File: src/rtl/ln_arb_pkg.sv
// Shared types for the layer-norm row arbiter: FSM state encoding and stats width.
package ln_arb_pkg;

  typedef enum logic {
    IDLE = 1'b0,
    XFER = 1'b1
  } arb_state_t;

  localparam int unsigned STATS_W = 32;

endpackage

File: src/rtl/ln_row_counter.sv
// Beat counter for one row: tracks the column index, flags the last beat and wraps on it.
module ln_row_counter #(
  parameter int unsigned W = 24
) (
  input  logic         clk,
  input  logic         rst,
  input  logic [W-1:0] len,
  input  logic         advance,
  output logic         last,
  output logic         wrap
);

  logic [W-1:0] col_cntr;

  assign last = (col_cntr == len - W'(1));
  assign wrap = advance & last;

  always_ff @(posedge clk) begin
    if (rst) begin
      col_cntr <= '0;
    end else if (wrap) begin
      col_cntr <= '0;
    end else if (advance) begin
      col_cntr <= col_cntr + W'(1);
    end
  end

endmodule

File: src/rtl/ln_row_arbiter.sv
// Round-robin row arbiter feeding two requester streams into one layer-norm unit.
// Define LN_ROW_ARB_STATS_EN to add per-requester completed-row counters rows0/rows1.
module ln_row_arbiter
  import ln_arb_pkg::*;
#(
  parameter int unsigned D_W_ACC      = 32,
  parameter int unsigned MATRIXSIZE_W = 24
) (
  input  logic                    clk,
  input  logic                    rst,
  input  logic [D_W_ACC-1:0]      s0_tdata,
  input  logic                    s0_tvalid,
  output logic                    s0_tready,
  input  logic [D_W_ACC-1:0]      s1_tdata,
  input  logic                    s1_tvalid,
  output logic                    s1_tready,
  output logic [D_W_ACC-1:0]      m_tdata,
  output logic                    m_tvalid,
  input  logic                    m_tready,
  output logic                    m_tid,
  output logic                    m_tlast,
  input  logic [MATRIXSIZE_W-1:0] DIM2,
`ifdef LN_ROW_ARB_STATS_EN
  output logic [STATS_W-1:0]      rows0,
  output logic [STATS_W-1:0]      rows1,
`endif
  output logic                    busy
);

  arb_state_t              state;
  logic [MATRIXSIZE_W-1:0] len;
  logic                    last_served;
  logic                    grant_pick;
  logic                    beat;
  logic                    row_last;
  logic                    row_wrap;

  // Tie goes to whoever was not served last; a lone requester always wins.
  always_comb begin
    if (s0_tvalid && s1_tvalid) begin
      grant_pick = ~last_served;
    end else begin
      grant_pick = s1_tvalid;
    end
  end

  assign busy = (state == XFER);

  always_comb begin
    m_tvalid  = 1'b0;
    m_tdata   = '0;
    s0_tready = 1'b0;
    s1_tready = 1'b0;
    if (busy) begin
      if (m_tid) begin
        m_tvalid  = s1_tvalid;
        m_tdata   = s1_tdata;
        s1_tready = m_tready;
      end else begin
        m_tvalid  = s0_tvalid;
        m_tdata   = s0_tdata;
        s0_tready = m_tready;
      end
    end
  end

  assign beat    = m_tvalid & m_tready;
  assign m_tlast = busy & row_last;

  ln_row_counter #(
    .W (MATRIXSIZE_W)
  ) u_row_counter (
    .clk     (clk),
    .rst     (rst),
    .len     (len),
    .advance (beat),
    .last    (row_last),
    .wrap    (row_wrap)
  );

  always_ff @(posedge clk) begin
    if (rst) begin
      state       <= IDLE;
      len         <= MATRIXSIZE_W'(1);
      m_tid       <= 1'b0;
      last_served <= 1'b1;
    end else begin
      case (state)
        IDLE: begin
          if (s0_tvalid || s1_tvalid) begin
            state       <= XFER;
            m_tid       <= grant_pick;
            last_served <= grant_pick;
            len         <= (DIM2 == '0) ? MATRIXSIZE_W'(1) : DIM2;
          end
        end
        XFER: begin
          if (row_wrap) begin
            state <= IDLE;
          end
        end
        default: state <= IDLE;
      endcase
    end
  end

`ifdef LN_ROW_ARB_STATS_EN
  always_ff @(posedge clk) begin
    if (rst) begin
      rows0 <= '0;
      rows1 <= '0;
    end else if (row_wrap) begin
      if (!m_tid && rows0 != '1) begin
        rows0 <= rows0 + STATS_W'(1);
      end
      if (m_tid && rows1 != '1) begin
        rows1 <= rows1 + STATS_W'(1);
      end
    end
  end
`else
  // Default build carries no row statistics.
`endif

endmodule

File: config.mk
export PLATFORM = sky130hd
export DESIGN_NAME = ln_row_arbiter
export DESIGN_NICKNAME = d
export VERILOG_FILES = /design/src/rtl/ln_arb_pkg.sv /design/src/rtl/ln_row_counter.sv /design/src/rtl/ln_row_arbiter.sv
export SDC_FILE = /design/constraint.sdc
export NUM_CORES = 1
export LEC_CHECK = 0
export CAP_MARGIN = 20
export CORE_MARGIN = 2
export CORE_UTILIZATION = 45
export DETAILED_ROUTE_END_ITERATION = 16
export PLACE_DENSITY_LB_ADDON = 0.05
export SLEW_MARGIN = 5
export SYNTH_ARGS = -nofsm -noshare
export SYNTH_HDL_FRONTEND = slang
export SYNTH_SLANG_ARGS = --single-unit
export TNS_END_PERCENT = 50
File: constraint.sdc
create_clock -name clk -period 5.2 [get_ports clk]
set_clock_uncertainty 0.15 [all_clocks]
set_input_delay 1.3 -clock clk [delete_from_list [all_inputs] [get_ports clk]]
set_output_delay 1.3 -clock clk [all_outputs]
set_load 0.02 [all_outputs]
==> impl_metrics.py <==
metrics = {
    "setup_path": {
        "cp-start-kind": "flop",
        "worstSetupEndpoint": "m_tlast",
        "r2r_slack_ns": 1.99,
        "path_buf_inv": 1,
        "r2r_start": "len[7]",
        "cp_cell_sequence": "or4_1 -> or4_4 -> or3_1 -> a41o_1 -> or2_4 -> nand3_1 -> nor3_1 -> clkdlybuf4s50_1",
        "slowest_delay_ns": 0.68,
        "cp_slowest_cell": "or4_1",
        "cp.depth": 8,
        "critPathTopFamily": "simple AND/OR/NAND/NOR gates",
        "critical_path_class": "flop to primary output",
        "ff2ff_path_depth": 7,
        "cp_max_fo": 9,
        "reg2reg_to": "u_row_counter.col_cntr[16]",
        "end_kind": "primary output",
        "startpoint": "len[7]",
        "crit_arrival_ns": 3.49,
        "worstPathRequired_ns": 3.75,
    },
    "floorplanning": {
        "core_area_mm2": 0.007647,
        "initial_core_util_pct": 46.16,
        "rows": 32,
        "dieWidth_um": 92.57,
        "ios": 131,
        "die_y_um": 92.57,
        "dieArea_mm2": 0.008568,
    },
    "clock_network": {
        "cts.path.max_buffers": 2,
        "cts_tree": "yes",
        "root_buffer": "clkbuf_8",
        "post-cts-setup-buffers": 0,
        "clk_pin_slew_worst_paths_ns": 0.09,
        "cts_htree_levels": 2,
        "cts.repair.resized": 0,
        "cts_buffers": 5,
        "clock-sinks": 51,
        "hold_buffers": 0,
        "clk_latency_ns": 0.31,
    },
    "cells_and_area": {
        "layout_common_cells": "clkdlybuf4s50_1 (130), nor2_1 (72), nand2_1 (71)",
        "utilization_pct": 65.00,
        "nFillCells": 705,
        "layout-drive-gt1-share_pct": 5.952,
        "nets": 682,
        "antennaDiodeCount": 0,
        "fin_cells": 690,
        "final_common_cell": "clkdlybuf4s50_1",
        "area_growth_pct": 40.84,
    },
    "placed_design": {
        "placed_cells": 682,
        "dpl.hpwl_mm": 9.257,
        "dp_slack_ns": 0.5134,
        "routabilityCongestion": 0.9114,
        "port_buffers": 130,
    },
    "global_route": {
        "grt_max_degree": 38,
        "grt_use_total_pct": 25.71,
        "grt_pass1_wl_mm": 17.48,
        "overflow": 0,
        "antenna_found_initial": 0,
        "grt_pass1_vias": 3530,
    },
    "timing": {
        "setup_viol": 0,
        "min_period_over_period_pct": 94.97,
        "max_freq_ghz": 0.2025,
        "setup_tns_ns": 0,
        "max_slew_margin_pct": 30.35,
        "hold_viol_final": 0,
        "fin_ws_ns": 0.2617,
        "rsz0062_at_grt": "no",
        "tightest_slew_ns": 1.045,
        "slew_viol_final": 0,
        "period_minus_slack_ns": 4.938,
    },
    "pwr": {
        "p_comb_share_pct": 33.8,
        "switching_share_pct": 32.73,
        "internal_power_mw": 0.6851,
        "power.density_mw_per_mm2": 204.9,
        "p_sw_mw": 0.3333,
        "power_leakage_nw": 1.846,
        "irDropWorstVdd_uv": 170.0,
        "seq_power_share_pct": 43.2,
        "clkPwrFrac_pct": 23.0,
    },
    "drt": {
        "firstDrtPassIters": 4,
        "drt_iter0_drc": 148,
        "drt-total-wl_mm": 11.29,
        "wl_met3_um": 863,
        "routed.top_layer": "met4",
        "via_per_inst": 5.477,
        "wl_met1_mm": 4.408,
        "wl_per_cell_um": 16.37,
        "met2_length_mm": 5.678,
        "vias": 3779,
        "drcViolationCount": 0,
        "ant_nets": 0,
    },
    "yosys": {
        "synth_cell_types": 56,
        "synth-main-ff-cell": "dfxtp_1",
        "syn_inst": 470,
        "synth_seq_cells": 51,
        "yosysWarnings": 0,
        "syn_area_mm2": 0.003530,
        "synth_fp_nets": 565,
        "seq_area_frac_synth_pct": 28.93,
        "syn_avg_cell_area_um2": 7.510,
        "synth_edf_count": 0,
        "synthArstFlopShare_pct": 0,
    },
    "worst_hold_path": {
        "hp-class": "flop to flop",
        "whs_path_depth": 2,
    },
    "run_status": {
        "status": "completed",
    },
    "job": {
        "drv_cap": 0,
    },
}
through the flow:
stage	hold WS, ns	power, mW	instance area (um2)
4_1_cts	0.3443	1.021	4957
3_5_place_dp	0.3304	0.7912	4868
2_1_floorplan	0.2951	0.6356	3530
5_1_grt	0.3624	1.069	4971
3_3_place_gp	0.3273	0.7866	4868
6_report	0.3412	1.018	4971
power groups by stage:
stage	Combinational, mW	Sequential [mW]	Clock [mW]
detailed placement	0.342	0.449	0
global route	0.372	0.444	0.253
CTS	0.343	0.440	0.237
finish	0.344	0.440	0.234
floorplan	0.204	0.432	0
global placement	0.339	0.448	0
worst register-to-register path: stages, from the launching register on:
cell	delay, ns
dfxtp_1	0.40
or4_1	0.68
or4_4	0.58
or3_1	0.36
a41o_1	0.24
or2_4	0.26
a41o_4	0.36
nor2_1	0.14
cells by family after synthesis:
| group | synth area share [%] |
|---|---|
| buf+inv | 4.289 |
| xor+xnor | 11.41 |
| fa+ha+maj | 0.7089 |
| mux | 9.642 |
| simple gates | 31.44 |
| compound gates | 13.58 |
| flops | 28.93 |
state kept, by name, summed over array words and instances, names as in the netlist:
signal and count:
busy 1, len 24, last_served 1, u_row_counter.col_cntr 24, m_tid 1
per-layer routing:
layer  vias up  GRT usage (%)
li1       1890              -
met1      1743          29.29
met2       123          46.72
met3        23          5.370
met4         0          10.07
met5         -              0
synthesized netlist by cell type (all sizes together), types with 9 or more instances:
library cell / count / share of area [%]
xor2: 26 / 6.5
nand3: 14 / 2.0
a21oi: 29 / 4.1
dfxtp: 51 / 29
nor3: 9 / 1.3
mux2i: 34 / 9.6
buf: 9 / 1.8
clkbuf: 15 / 1.6
nor2: 78 / 8.6
nor4: 14 / 2.5
nand2: 71 / 7.6
xnor2: 20 / 5.0
and3: 15 / 2.7
worst min path at each step:
stage          startpoint       to  slack [ns]
2_1_floorplan     len[23]  len[23]        0.30
3_3_place_gp      len[23]  len[23]        0.33
3_5_place_dp      len[23]  len[23]        0.33
4_1_cts           len[23]  len[23]        0.34
5_1_grt           len[23]  len[23]        0.36
6_report          len[23]  len[23]        0.34
area by class of cell:
type / count / area [um2] / area share (%)
Multi-Input combinational cell: 387 / 2371 / 47.70
Timing Repair Buffer: 134 / 1331 / 26.78
Sequential cell: 51 / 1022 / 20.56
Tap cell: 102 / 127.6 / 2.567
Clock buffer: 6 / 72.57 / 1.460
Inverter: 8 / 30.03 / 0.6041
Clock inverter: 2 / 16.27 / 0.3272
Note: power is estimated with default switching activity, not from simulation.
==> RTL change, RTL diff (same settings) <==
Set the parameter `D_W_ACC` to 16 (it was 32).
--- a/src/rtl/ln_row_arbiter.sv
+++ b/src/rtl/ln_row_arbiter.sv
@@ -5,3 +5,3 @@
 #(
-  parameter int unsigned D_W_ACC      = 32,
+  parameter int unsigned D_W_ACC      = 16,
   parameter int unsigned MATRIXSIZE_W = 24
Ports: changed (resized m_tdata, s0_tdata and s1_tdata); port bits go from 131 to 83. The function was not compared with the original's and may differ.
==> RTL change against the unedited design <==
- routed wire length fell by 19%
- highest routed layer unchanged
- worst setup slack improved by 0.036 ns
- synthesized area fell by 4.8%
- cell area fell by 13%
- hold slack improved by 0.013 ns
- total power fell by 9.4%
- sequential cell count did not move
==> RTL change: results (changes against the unedited design) <==
| Result | Reported | vs unedited |
|:---|:---|:---|
| Critical Path Start | len[0] | was len[7] |
| Share of the synthesized area in compound gates (AO/OA/AOI/OAI) | 11.46% | was 13.58% |
| FF/Latch Area | 1021 sq um | was 1022 sq um |
| Slack of the worst reg-to-reg path | 1.63 ns | was 1.99 ns |
| Outcome | finished clean | unchanged |
| Number of fillers in the final layout | 697 | was 705 |
| Synthesized netlist net count | 489 | was 565 |
| Switching part of the total power | 30.51% | was 32.73% |
| Ranking of synthesized cells by area | sky130_fd_sc_hd__dfxtp_1 30%, sky130_fd_sc_hd__xnor2_1 8.3%, sky130_fd_sc_hd__nand2_1 6.8% | was sky130_fd_sc_hd__dfxtp_1 29%, sky130_fd_sc_hd__mux2i_1 9.6%, sky130_fd_sc_hd__nor2_1 7.8% |
| Number of ordinary inverters in the final layout | 7 | was 8 |
| Adder and majority cell fraction of the synthesized area | 0.7443% | was 0.7090% |
| Worst slew pin tran | 0.9604 ns | was 1.045 ns |
| Global-route wire length before repair | 15050 um | was 17480 um |
| Count of non-CTS buffers in the layout | 87 | was 134 |
| Most frequent cells after synthesis | 61 x sky130_fd_sc_hd__nand2_1, 51 x sky130_fd_sc_hd__dfxtp_1, 32 x sky130_fd_sc_hd__nor3_1, 32 x sky130_fd_sc_hd__xnor2_1, 30 x sky130_fd_sc_hd__a21oi_1 | was 73 x sky130_fd_sc_hd__nor2_1, 71 x sky130_fd_sc_hd__nand2_1, 51 x sky130_fd_sc_hd__dfxtp_1 |
| Sequential group share of total power | 47.5% | was 43.2% |
| Detailed-routing wirelength on met1 | 4421 um | was 4408 um |
| Detailed route wirelength on metal3 | 437 um | was 863 um |
| Fraction of power consumed by combinational cells | 27.2% | was 33.8% |
| PortBufs | 82 | was 130 |
| Pwr/cell area | 213.8 nW/um^2 | was 204.9 nW/um^2 |
| Crit-path slowest cell | sky130_fd_sc_hd__clkdlybuf4s50_1 | was sky130_fd_sc_hd__or4_1 |
| Post-Syn Area per Cell | 7.892 sq um | was 7.510 sq um |
| Maximum number of pins on one net before global-route repair | 52 | was 38 |
| Total length of routed met2 wires | 4187 um | was 5678 um |
| Routed length per placed instance | 15.42 um | was 16.37 um |
| Routed via count divided by cell count | 5.477 | about the same |
| Capturing point of the worst reg2reg path | u_row_counter.col_cntr[3] | was u_row_counter.col_cntr[16] |
| Global-route met1 utilization | 32.89% | was 29.29% |
| Vias in the first global route | 3097 | was 3530 |
| Multiplexer share of the synthesized area | 5.955% | was 9.642% |
| Final Net Count | 555 | was 682 |
| Worst Path Max Fanout | 7 | was 9 |
| Worst Reg2Reg Path Length in Cells | 9 | was 7 |
## RTL change: cell count changes in the layout (fill, tap and decap cells not counted), sizes merged, moves of 7 or more
cell and delta:
nor2 -53, xnor2 +12, clkdlybuf4s50 -49, and3 -7, nor2b +19, nor3 +25, nand2 -10, xor2 -10
mux2i -14
## RTL change: through the flow
stage / hold slack (ns) / std cells
floorplan: 0.2996 / 426
global placement: 0.3170 / 583
detailed placement: 0.3294 / 583
CTS: 0.3518 / 590
global route: 0.3904 / 591
finish: 0.3543 / 591
## RTL change: timing repair
item | 4_1_cts | 5_1_grt
gates resized for setup | 0 | 1
setup buffers | 0 | 0
setup endpoints to repair | 0 | 1
## RTL change: worst reg2reg max path, delay by kind of cell (launching register included)
kind,cells,cell delay [ns]
DFF,1,0.37
buffers and inverters,1,0.08
and+or+nand+nor,4,1.74
AOI/OAI and AO/OA,3,0.84
adders and majority gates,1,0.26
